===== config.mk =====
export PLATFORM = sky130hd
export DESIGN_NAME = bnn_layer_sequencer
export DESIGN_NICKNAME = d
export VERILOG_FILES = /design/src/rtl/bnn_pkg.sv /design/src/rtl/bnn_xnor_popcount.sv /design/src/rtl/bnn_layer_sequencer.sv
export SDC_FILE = /design/constraint.sdc
export NUM_CORES = 1
export LEC_CHECK = 0
export CORE_MARGIN = 4
export CORE_UTILIZATION = 55
export CTS_CLUSTER_DIAMETER = 100
export DETAILED_ROUTE_END_ITERATION = 16
export GPL_TIMING_DRIVEN = 0
export PLACE_DENSITY = 0.77
export SETUP_SLACK_MARGIN = 0.05
export SYNTH_ARGS = -nofsm -noshare
export SYNTH_HDL_FRONTEND = slang
export SYNTH_SLANG_ARGS = --single-unit

===== constraint.sdc =====
create_clock -name clk -period 5.9 [get_ports clk]
set_input_delay 1.18 -clock clk [delete_from_list [all_inputs] [get_ports clk]]
set_output_delay 1.18 -clock clk [all_outputs]
set_load 0.05 [all_outputs]

===== src/rtl/bnn_pkg.sv =====
// Shared types and constants for the BNN layer sequencer.
package bnn_pkg;

   // Sequencer FSM states
   typedef enum logic [1:0] {
      S_IDLE  = 2'd0,
      S_RUN   = 2'd1,
      S_DRAIN = 2'd2,
      S_DONE  = 2'd3
   } state_e;

   // Config port target select
   localparam logic CFG_SEL_WEIGHT = 1'b0;
   localparam logic CFG_SEL_THRESH = 1'b1;

   // Bits needed to hold a popcount of 0..in_w inclusive
   function automatic int thr_width(input int in_w);
      return $clog2(in_w + 1);
   endfunction

endpackage


===== src/rtl/bnn_xnor_popcount.sv =====
// Combinational binary neuron core: popcount of the XNOR of activation and weight.
module bnn_xnor_popcount
   import bnn_pkg::*;
#(
   parameter int IN_W  = 8,
   parameter int THR_W = thr_width(IN_W)
) (
   input  logic [IN_W-1:0]  act,
   input  logic [IN_W-1:0]  weight,
   output logic [THR_W-1:0] pop
);

   logic [IN_W-1:0]  match_bits;
   logic [THR_W-1:0] pop_sum;

   assign match_bits = ~(act ^ weight);

   // Count agreeing bit positions between activation and weight
   always_comb begin
      pop_sum = '0;
      for (int i = 0; i < IN_W; i++) begin
         pop_sum = pop_sum + THR_W'(match_bits[i]);
      end
   end

   assign pop = pop_sum;

endmodule


===== src/rtl/bnn_layer_sequencer.sv =====
// Time-multiplexes one XNOR/popcount neuron over NUM_NEURONS logical neurons,
// holding per-neuron weights/thresholds written by a host over the config port.
module bnn_layer_sequencer
   import bnn_pkg::*;
#(
   parameter int IN_W        = 8,
   parameter int NUM_NEURONS = 8
) (
   input  logic                           clk,
   input  logic                           rst,
   input  logic                           cfg_we,
   input  logic                           cfg_sel,
   input  logic [$clog2(NUM_NEURONS)-1:0] cfg_addr,
   input  logic [IN_W-1:0]                cfg_data,
   input  logic                           in_valid,
   output logic                           in_ready,
   input  logic [IN_W-1:0]                in_data,
   output logic                           out_valid,
   input  logic                           out_ready,
   output logic [NUM_NEURONS-1:0]         out_data,
   output logic                           busy
);

   localparam int THR_W = thr_width(IN_W);
   localparam int IDX_W = $clog2(NUM_NEURONS);
   localparam logic [IDX_W-1:0] IDX_LAST = IDX_W'(NUM_NEURONS - 1);

   state_e                 state_q, state_d;
   logic [IDX_W-1:0]       idx_q, idx_d;
   logic [IN_W-1:0]        act_q, act_d;
   logic [THR_W-1:0]       pop_q, pop_d;
   logic [IDX_W-1:0]       pidx_q, pidx_d;
   logic                   pvld_q, pvld_d;
   logic [NUM_NEURONS-1:0] out_data_q, out_data_d;

   logic [IN_W-1:0]        weight_q [NUM_NEURONS];
   logic [IN_W-1:0]        weight_d [NUM_NEURONS];
   logic [THR_W-1:0]       thr_q    [NUM_NEURONS];
   logic [THR_W-1:0]       thr_d    [NUM_NEURONS];

   logic [THR_W-1:0]       pop_now;

   // Shared neuron datapath, fed the weight of the neuron currently issued
   bnn_xnor_popcount #(
      .IN_W  (IN_W),
      .THR_W (THR_W)
   ) u_core (
      .act    (act_q),
      .weight (weight_q[idx_q]),
      .pop    (pop_now)
   );

   // Host config writes; only honoured while the sequencer is idle
   always_comb begin
      weight_d = weight_q;
      thr_d    = thr_q;
      if (cfg_we && (state_q == S_IDLE)) begin
         if (cfg_sel == CFG_SEL_WEIGHT) begin
            weight_d[cfg_addr] = cfg_data;
         end else begin
            thr_d[cfg_addr] = cfg_data[THR_W-1:0];
         end
      end
   end

   // Weight and threshold register file
   always_ff @(posedge clk or posedge rst) begin
      if (rst) begin
         for (int k = 0; k < NUM_NEURONS; k++) begin
            weight_q[k] <= '0;
            thr_q[k]    <= '0;
         end
      end else begin
         weight_q <= weight_d;
         thr_q    <= thr_d;
      end
   end

   // Next-state, issue index, popcount pipeline and result-bit writeback
   always_comb begin
      state_d    = state_q;
      idx_d      = idx_q;
      act_d      = act_q;
      pop_d      = pop_q;
      pidx_d     = pidx_q;
      pvld_d     = 1'b0;
      out_data_d = out_data_q;

      // A registered popcount from the previous cycle resolves one output bit
      if (pvld_q) begin
         out_data_d[pidx_q] = (pop_q >= thr_q[pidx_q]);
      end

      case (state_q)
         S_IDLE: begin
            if (in_valid) begin
               act_d   = in_data;
               idx_d   = '0;
               state_d = S_RUN;
            end
         end
         S_RUN: begin
            pop_d  = pop_now;
            pidx_d = idx_q;
            pvld_d = 1'b1;
            // idx stops at the last neuron rather than wrapping
            if (idx_q == IDX_LAST) begin
               state_d = S_DRAIN;
            end else begin
               idx_d = idx_q + 1'b1;
            end
         end
         S_DRAIN: begin
            state_d = S_DONE;
         end
         S_DONE: begin
            if (out_ready) begin
               state_d = S_IDLE;
            end
         end
         default: begin
            state_d = S_IDLE;
         end
      endcase
   end

   // Control and datapath registers, all cleared by reset
   always_ff @(posedge clk or posedge rst) begin
      if (rst) begin
         state_q    <= S_IDLE;
         idx_q      <= '0;
         act_q      <= '0;
         pop_q      <= '0;
         pidx_q     <= '0;
         pvld_q     <= 1'b0;
         out_data_q <= '0;
      end else begin
         state_q    <= state_d;
         idx_q      <= idx_d;
         act_q      <= act_d;
         pop_q      <= pop_d;
         pidx_q     <= pidx_d;
         pvld_q     <= pvld_d;
         out_data_q <= out_data_d;
      end
   end

   assign in_ready  = (state_q == S_IDLE);
   assign out_valid = (state_q == S_DONE);
   assign busy      = (state_q != S_IDLE);
   assign out_data  = out_data_q;

endmodule


**Yosys cells after proc, flatten, opt, wreduce, memory -nomap -nowiden**

Cells that the tools add are included.
W data, S select, Z words.

- Register bits after elaboration: 125
- Logic and storage cells: 86

- Bitwise gates (word level): 6
- Reduce and logical (&&, ||, !) cells: 11
- $add $sub $neg: 8
- Order comparisons: 7
- Equality and inequality tests: 8
- Multiplexer cells: 23

Operator list:

| operator | number |
|---|---|
| $bwmux W64 | 1 |
| $bwmux W32 | 1 |
| $add A4 B1 Y4 | 6 |
| $bmux W8 S3 | 1 |
| $demux W8 S3 | 1 |
| $mux W8 | 3 |
| $bmux W4 S3 | 1 |
| $demux W4 S3 | 1 |
| $ge A4 B4 Y1 const B | 3 |
| $mux W4 | 3 |
| $not A3 Y4 | 3 |
| $bwmux W8 | 1 |
| $not A8 Y8 | 1 |
| $pmux W2 S4 | 1 |
| $xor A8 B8 Y8 | 1 |
| $mux W2 | 3 |
| $mux W3 | 2 |
| $ne A2 B2 Y1 const B | 3 |
| $pmux W3 S2 | 1 |
| $reduce_and A2 Y1 | 3 |
| $reduce_and A3 Y1 | 2 |
| $eq A2 B2 Y1 const B | 2 |
| $ge A4 B4 Y1 | 1 |
| $lt A3 B4 Y1 const B | 1 |
| 13 further kinds | 17 |

**Longest topological paths before layout**

- Depth after elaboration: 13
- Mapped depth: 16
- Mapped depth without buffers: 14

**Cells and area by module**

A second synthesis with hierarchy kept.

- Cell total of the unflattened synthesis: 404
- Area total of the unflattened synthesis: 6,079.6 um^2

By module, submodules not included:

| module | cells an instance | area each (um^2) | instances |
|---|---|---|---|
| bnn_layer_sequencer | 378 | 5,841.9 | 1 |
| bnn_xnor_popcount | 26 | 237.7 | 1 |

**Worst setup path before layout**

OpenSTA, ideal clock, no wires.

- Path type: register to register
- Start point: reg idx_q[0]
- End point: reg pop_q[1]
- Stages on the path, launching flop included: 16
- Slack: 2.116 ns
- Clock period less this slack: 3.784 ns
- Arrival time: 3.707 ns
- Path through: dfrtp_1 -> buf_6 -> buf_8 -> mux2_2 -> o22ai_1 -> a221oi_2 -> xnor2_1 -> ha_1 -> inv_1 -> fa_1 -> fa_1 -> inv_1 -> fa_1 -> inv_1 -> fa_1 -> a21oi_1

- Word-level cells in the longest chain between the ends: 13

RTL lines:

| what | RTL line | RTL |
|---|---|---|
| start: declaration | bnn_layer_sequencer.sv:29 | `logic [IDX_W-1:0] idx_q, idx_d;` |
| start signal: assignment | bnn_layer_sequencer.sv:139 | `idx_q <= idx_d;` |
| $not A3 Y4 (not written as such) (*) | bnn_layer_sequencer.sv:49 | `.weight (weight_q[idx_q]),` |
| $bmux W8 S3 (*) | bnn_layer_sequencer.sv:49 |  |
| $mux W8 (not written as such) (*) (2 in series) | bnn_layer_sequencer.sv:49 |  |
| $xor A8 B8 Y8 (*) | bnn_xnor_popcount.sv:16 | `assign match_bits = ~(act ^ weight);` |
| $not A8 Y8 (*) | bnn_xnor_popcount.sv:16 |  |
| $add A1 B1 Y2 | bnn_xnor_popcount.sv:22 | `pop_sum = pop_sum + THR_W'(match_bits[i]);` |
| $add A4 B1 Y4 (5 in series) | bnn_xnor_popcount.sv:22 |  |
| $add A4 B1 Y4 (*) | bnn_xnor_popcount.sv:22 |  |
| end signal: assignment | bnn_layer_sequencer.sv:141 | `pop_q <= pop_d;` |
| end: declaration | bnn_layer_sequencer.sv:31 | `logic [THR_W-1:0] pop_q, pop_d;` |

Every way passes the cells marked *; elsewhere a longest branch is shown, timed or not. The select of a mux whose other input is x is not followed.
A chain may end at the register's enable or synchronous reset.

**Worst setup path in the final report**

- Start point: reg idx_q[2]
- End point: reg pop_q[1]

Same word-level chain as after synthesis.

==> flow_metrics.py <==
metrics = {
    "layout": {
        "syn_to_final_growth_pct": 18.3,
        "seq_area_um2": 3130,
        "nets": 529,
        "diodes": 0,
        "multi_input_area_um2": 2820,
        "fillers": 768,
        "utilization_pct": 66.5,
        "drive_gt1_share_pct": 38.3,
    },
    "synth": {
        "synthAdderAreaFrac_pct": 3.97,
        "netlist_instances": 432,
        "postSynth.asyncResetShare_pct": 100,
        "yosys_warnings": 0,
        "yosys_most_used_dff": "dfrtp_1",
        "synth_xor_area_share_pct": 1.29,
        "syn_nets": 474,
        "synth-edff-count": 0,
        "synth_compound_area_share_pct": 3.23,
        "netlist_top_cells_area": "dfrtp_1 51%, mux2_2 22%, mux2i_1 4.4%, mux4_2 4.0%, ha_1 2.7%",
        "synth_seq_cells": 125,
        "synthMuxAreaShare_pct": 32.3,
        "syn_area_um2": 6120,
        "netlist.top_cell.by_area": "dfrtp_1",
        "synth.top_cell.area_share_pct": 51.1,
        "ys_types": 40,
        "synth_top_family_by_area": "multiplexers",
        "syn_area_per_cell_um2": 14.2,
        "synth_common_cells": "125 x dfrtp_1, 119 x mux2_2, 27 x mux2i_1",
        "ys_seq_area_share_pct": 51.1,
        "yosysMostFrequentCell": "dfrtp_1",
        "yosys.area_share.simple_pct": 5.23,
    },
    "power": {
        "power.total_mw": 4.62,
        "power.density_nw_per_um2": 638,
        "p_leak_nw": 3.24,
        "irDropWorstVdd_v": 0.000434,
    },
    "grt": {
        "grt_pass1_wl_um": 21500,
        "grt.overflow.total": 0,
        "grt_start_max_net_pins": 99,
        "first_global_vias": 4121,
        "antenna_found_initial": 0,
        "grt_use_total_pct": 22.0,
    },
    "timing": {
        "period_needed_ns": 4.26,
        "fin_setup_tns_ns": 0,
        "slew_headroom_pct": 51.7,
        "skew_ns": 0.00739,
        "fin_hold_ws_ns": 0.500,
        "max_freq_mhz": 235,
        "setup_viol": 0,
        "worstMarginPinSlew_ns": 0.719,
        "hold_viol_final": 0,
        "fin_crit_sh_pct": 72.2,
        "drv_slew": 0,
        "rsz0062_at_grt": "no",
        "setup_slack_ns": 1.64,
    },
    "cts": {
        "clk_path_buf_depth": 2,
        "h-tree-depth": 4,
        "cts_made_buffers": 17,
        "clock_latency_ns": 0.53,
        "cts-root-buf": "clkbuf_8",
        "clk_pin_slew_worst_paths_ns": 0.06,
        "ctsHoldBuffers": 0,
        "cts_tree": "done",
        "clock-sinks": 125,
        "cts_resized": 0,
        "post-cts-setup-buffer-count": 0,
    },
    "job": {
        "cap_violations": 0,
    },
    "worst_setup_path": {
        "max_stage_delay_ns": 0.55,
        "crit_chain": "clkbuf_1, nor2_1, a221oi_2, xnor2_1, ha_1, inv_1, fa_1, fa_1, inv_1, fa_1, inv_1, fa_1, a21oi_1",
        "crit_path_frequent_cell": "fa_1",
        "critPathArrivalTime_ns": 4.72,
        "critical_path_required_ns": 6.36,
        "endpoint_kind": "flop",
        "cp_num_buf_inv": 4,
        "critPathMaxFanout": 10,
        "start_kind": "flop",
        "crit_family": "adder cells",
        "cpMaxStageDelayCell": "fa_1",
        "critical_path_class": "flop to flop",
    },
    "drt": {
        "post-route-drc-count": 0,
        "ant_nets": 0,
        "first_pass_iters": 4,
        "vias": 3710,
        "wl_per_cell_um": 20.0,
        "drt_iter0_drc": 278,
        "drt-total-wl_um": 12800,
        "avgViaCountPerCell": 5.81,
    },
    "die": {
        "die_w_um": 113,
        "start_util_pct": 56.2,
        "die_h_um": 113,
        "pin_count": 36,
        "coreArea_um2": 10900,
        "dieArea_um2": 12900,
        "num_rows": 38,
    },
    "place": {
        "dpl.hpwl_um": 8720,
        "gp_congestion": 0.767,
        "io_buffers": 35,
        "dp_slack_ns": 1.65,
    },
    "hold_path": {
        "min_path_type": "flop to flop",
    },
    "status": {
        "status": "finished, final reports clean",
    },
}
## routing by layer
layer	routed length, um	up-vias	global-route usage (%)
li1	-	1688	-
met1	5510	1938	27.7
met2	6570	67	37.0
met3	494	17	5.52
met4	201	0	7.77
met5	0	-	0
## area by class of cell
type | instances | area share [%]
sequential | 125 | 43.2
inverter | 14 | 0.795
clock inverter | 11 | 1.64
clock buffer | 20 | 6.15
tap | 140 | 2.42
buffer | 20 | 1.69
multi-input combinational | 273 | 38.9
timing repair buffer | 36 | 5.22
## cells by family after synthesis
group / count (synthesis)
and+or+nand+nor: 54
buffers and inverters: 34
AOI/OAI and AO/OA: 28
xor gates and xnor gates: 9
DFF: 125
muxes: 165
adders and majority gates: 17
## layout by cell type, fill, tap and decap left out, drive strengths merged, types with 4 or more instances in the layout
master | netlist | layout
nor2 | 14 | 14
clkinv | 0 | 5
xnor2 | 4 | 4
a21oi | 5 | 5
nor2b | 4 | 4
clkbuf | 7 | 27
buf | 13 | 14
nor3 | 4 | 4
dfrtp | 125 | 125
fa | 4 | 4
xor2 | 5 | 5
mux2 | 127 | 127
mux4 | 11 | 11
nand2 | 13 | 13
clkdlybuf4s50 | 0 | 35
o22ai | 5 | 5
mux2i | 27 | 27
ha | 13 | 13
a221oi | 6 | 6
clkinvlp | 0 | 4
o21ai | 7 | 7
nand4b | 4 | 4
inv | 14 | 14
nand2b | 7 | 7
## through the flow
step | area (um2) | instances
after floorplan | 6120 | 432
after global placement | 6650 | 607
after detailed placement | 6680 | 608
after CTS | 7240 | 639
after global routing | 7240 | 639
final | 7240 | 639
## worst paths after layout
kind                       slack, ns                     from  cells after the start                        to
max                             1.64     idx_q[2]$_DFFE_PP0P_                     13      pop_q[1]$_DFFE_PP0P_
min reg2reg                     0.50  weight_q[6]$_DFFE_PP0P_                      1   weight_q[6]$_DFFE_PP0P_
min                             0.50  weight_q[6]$_DFFE_PP0P_                      1   weight_q[6]$_DFFE_PP0P_
min in group asynchronous       0.99                      rst                      2      act_q[5]$_DFFE_PP0P_
max reg2reg                     1.64     idx_q[2]$_DFFE_PP0P_                     13      pop_q[1]$_DFFE_PP0P_
max in group asynchronous       4.15                      rst                      3  weight_q[46]$_DFFE_PP0P_
## report_power, final
| part | switching, mW | leakage [nW] | internal, mW |
|---|---|---|---|
| Sequential | 0.228 | 1.61 | 1.26 |
| Clock | 0.370 | 0.269 | 0.617 |
| Combinational | 1.08 | 1.37 | 1.06 |
| Total | 1.68 | 3.24 | 2.95 |
## state kept, by name (all words and copies together) (netlist names)
| register | flops |
|---|---|
| out_data | 8 |
| pop_q | 4 |
| act_q | 8 |
| weight_q | 64 |
| pvld_q | 1 |
| state_q | 2 |
| pidx_q | 3 |
| idx_q | 3 |
| thr_q | 32 |
(Power assumes the default switching activity.)
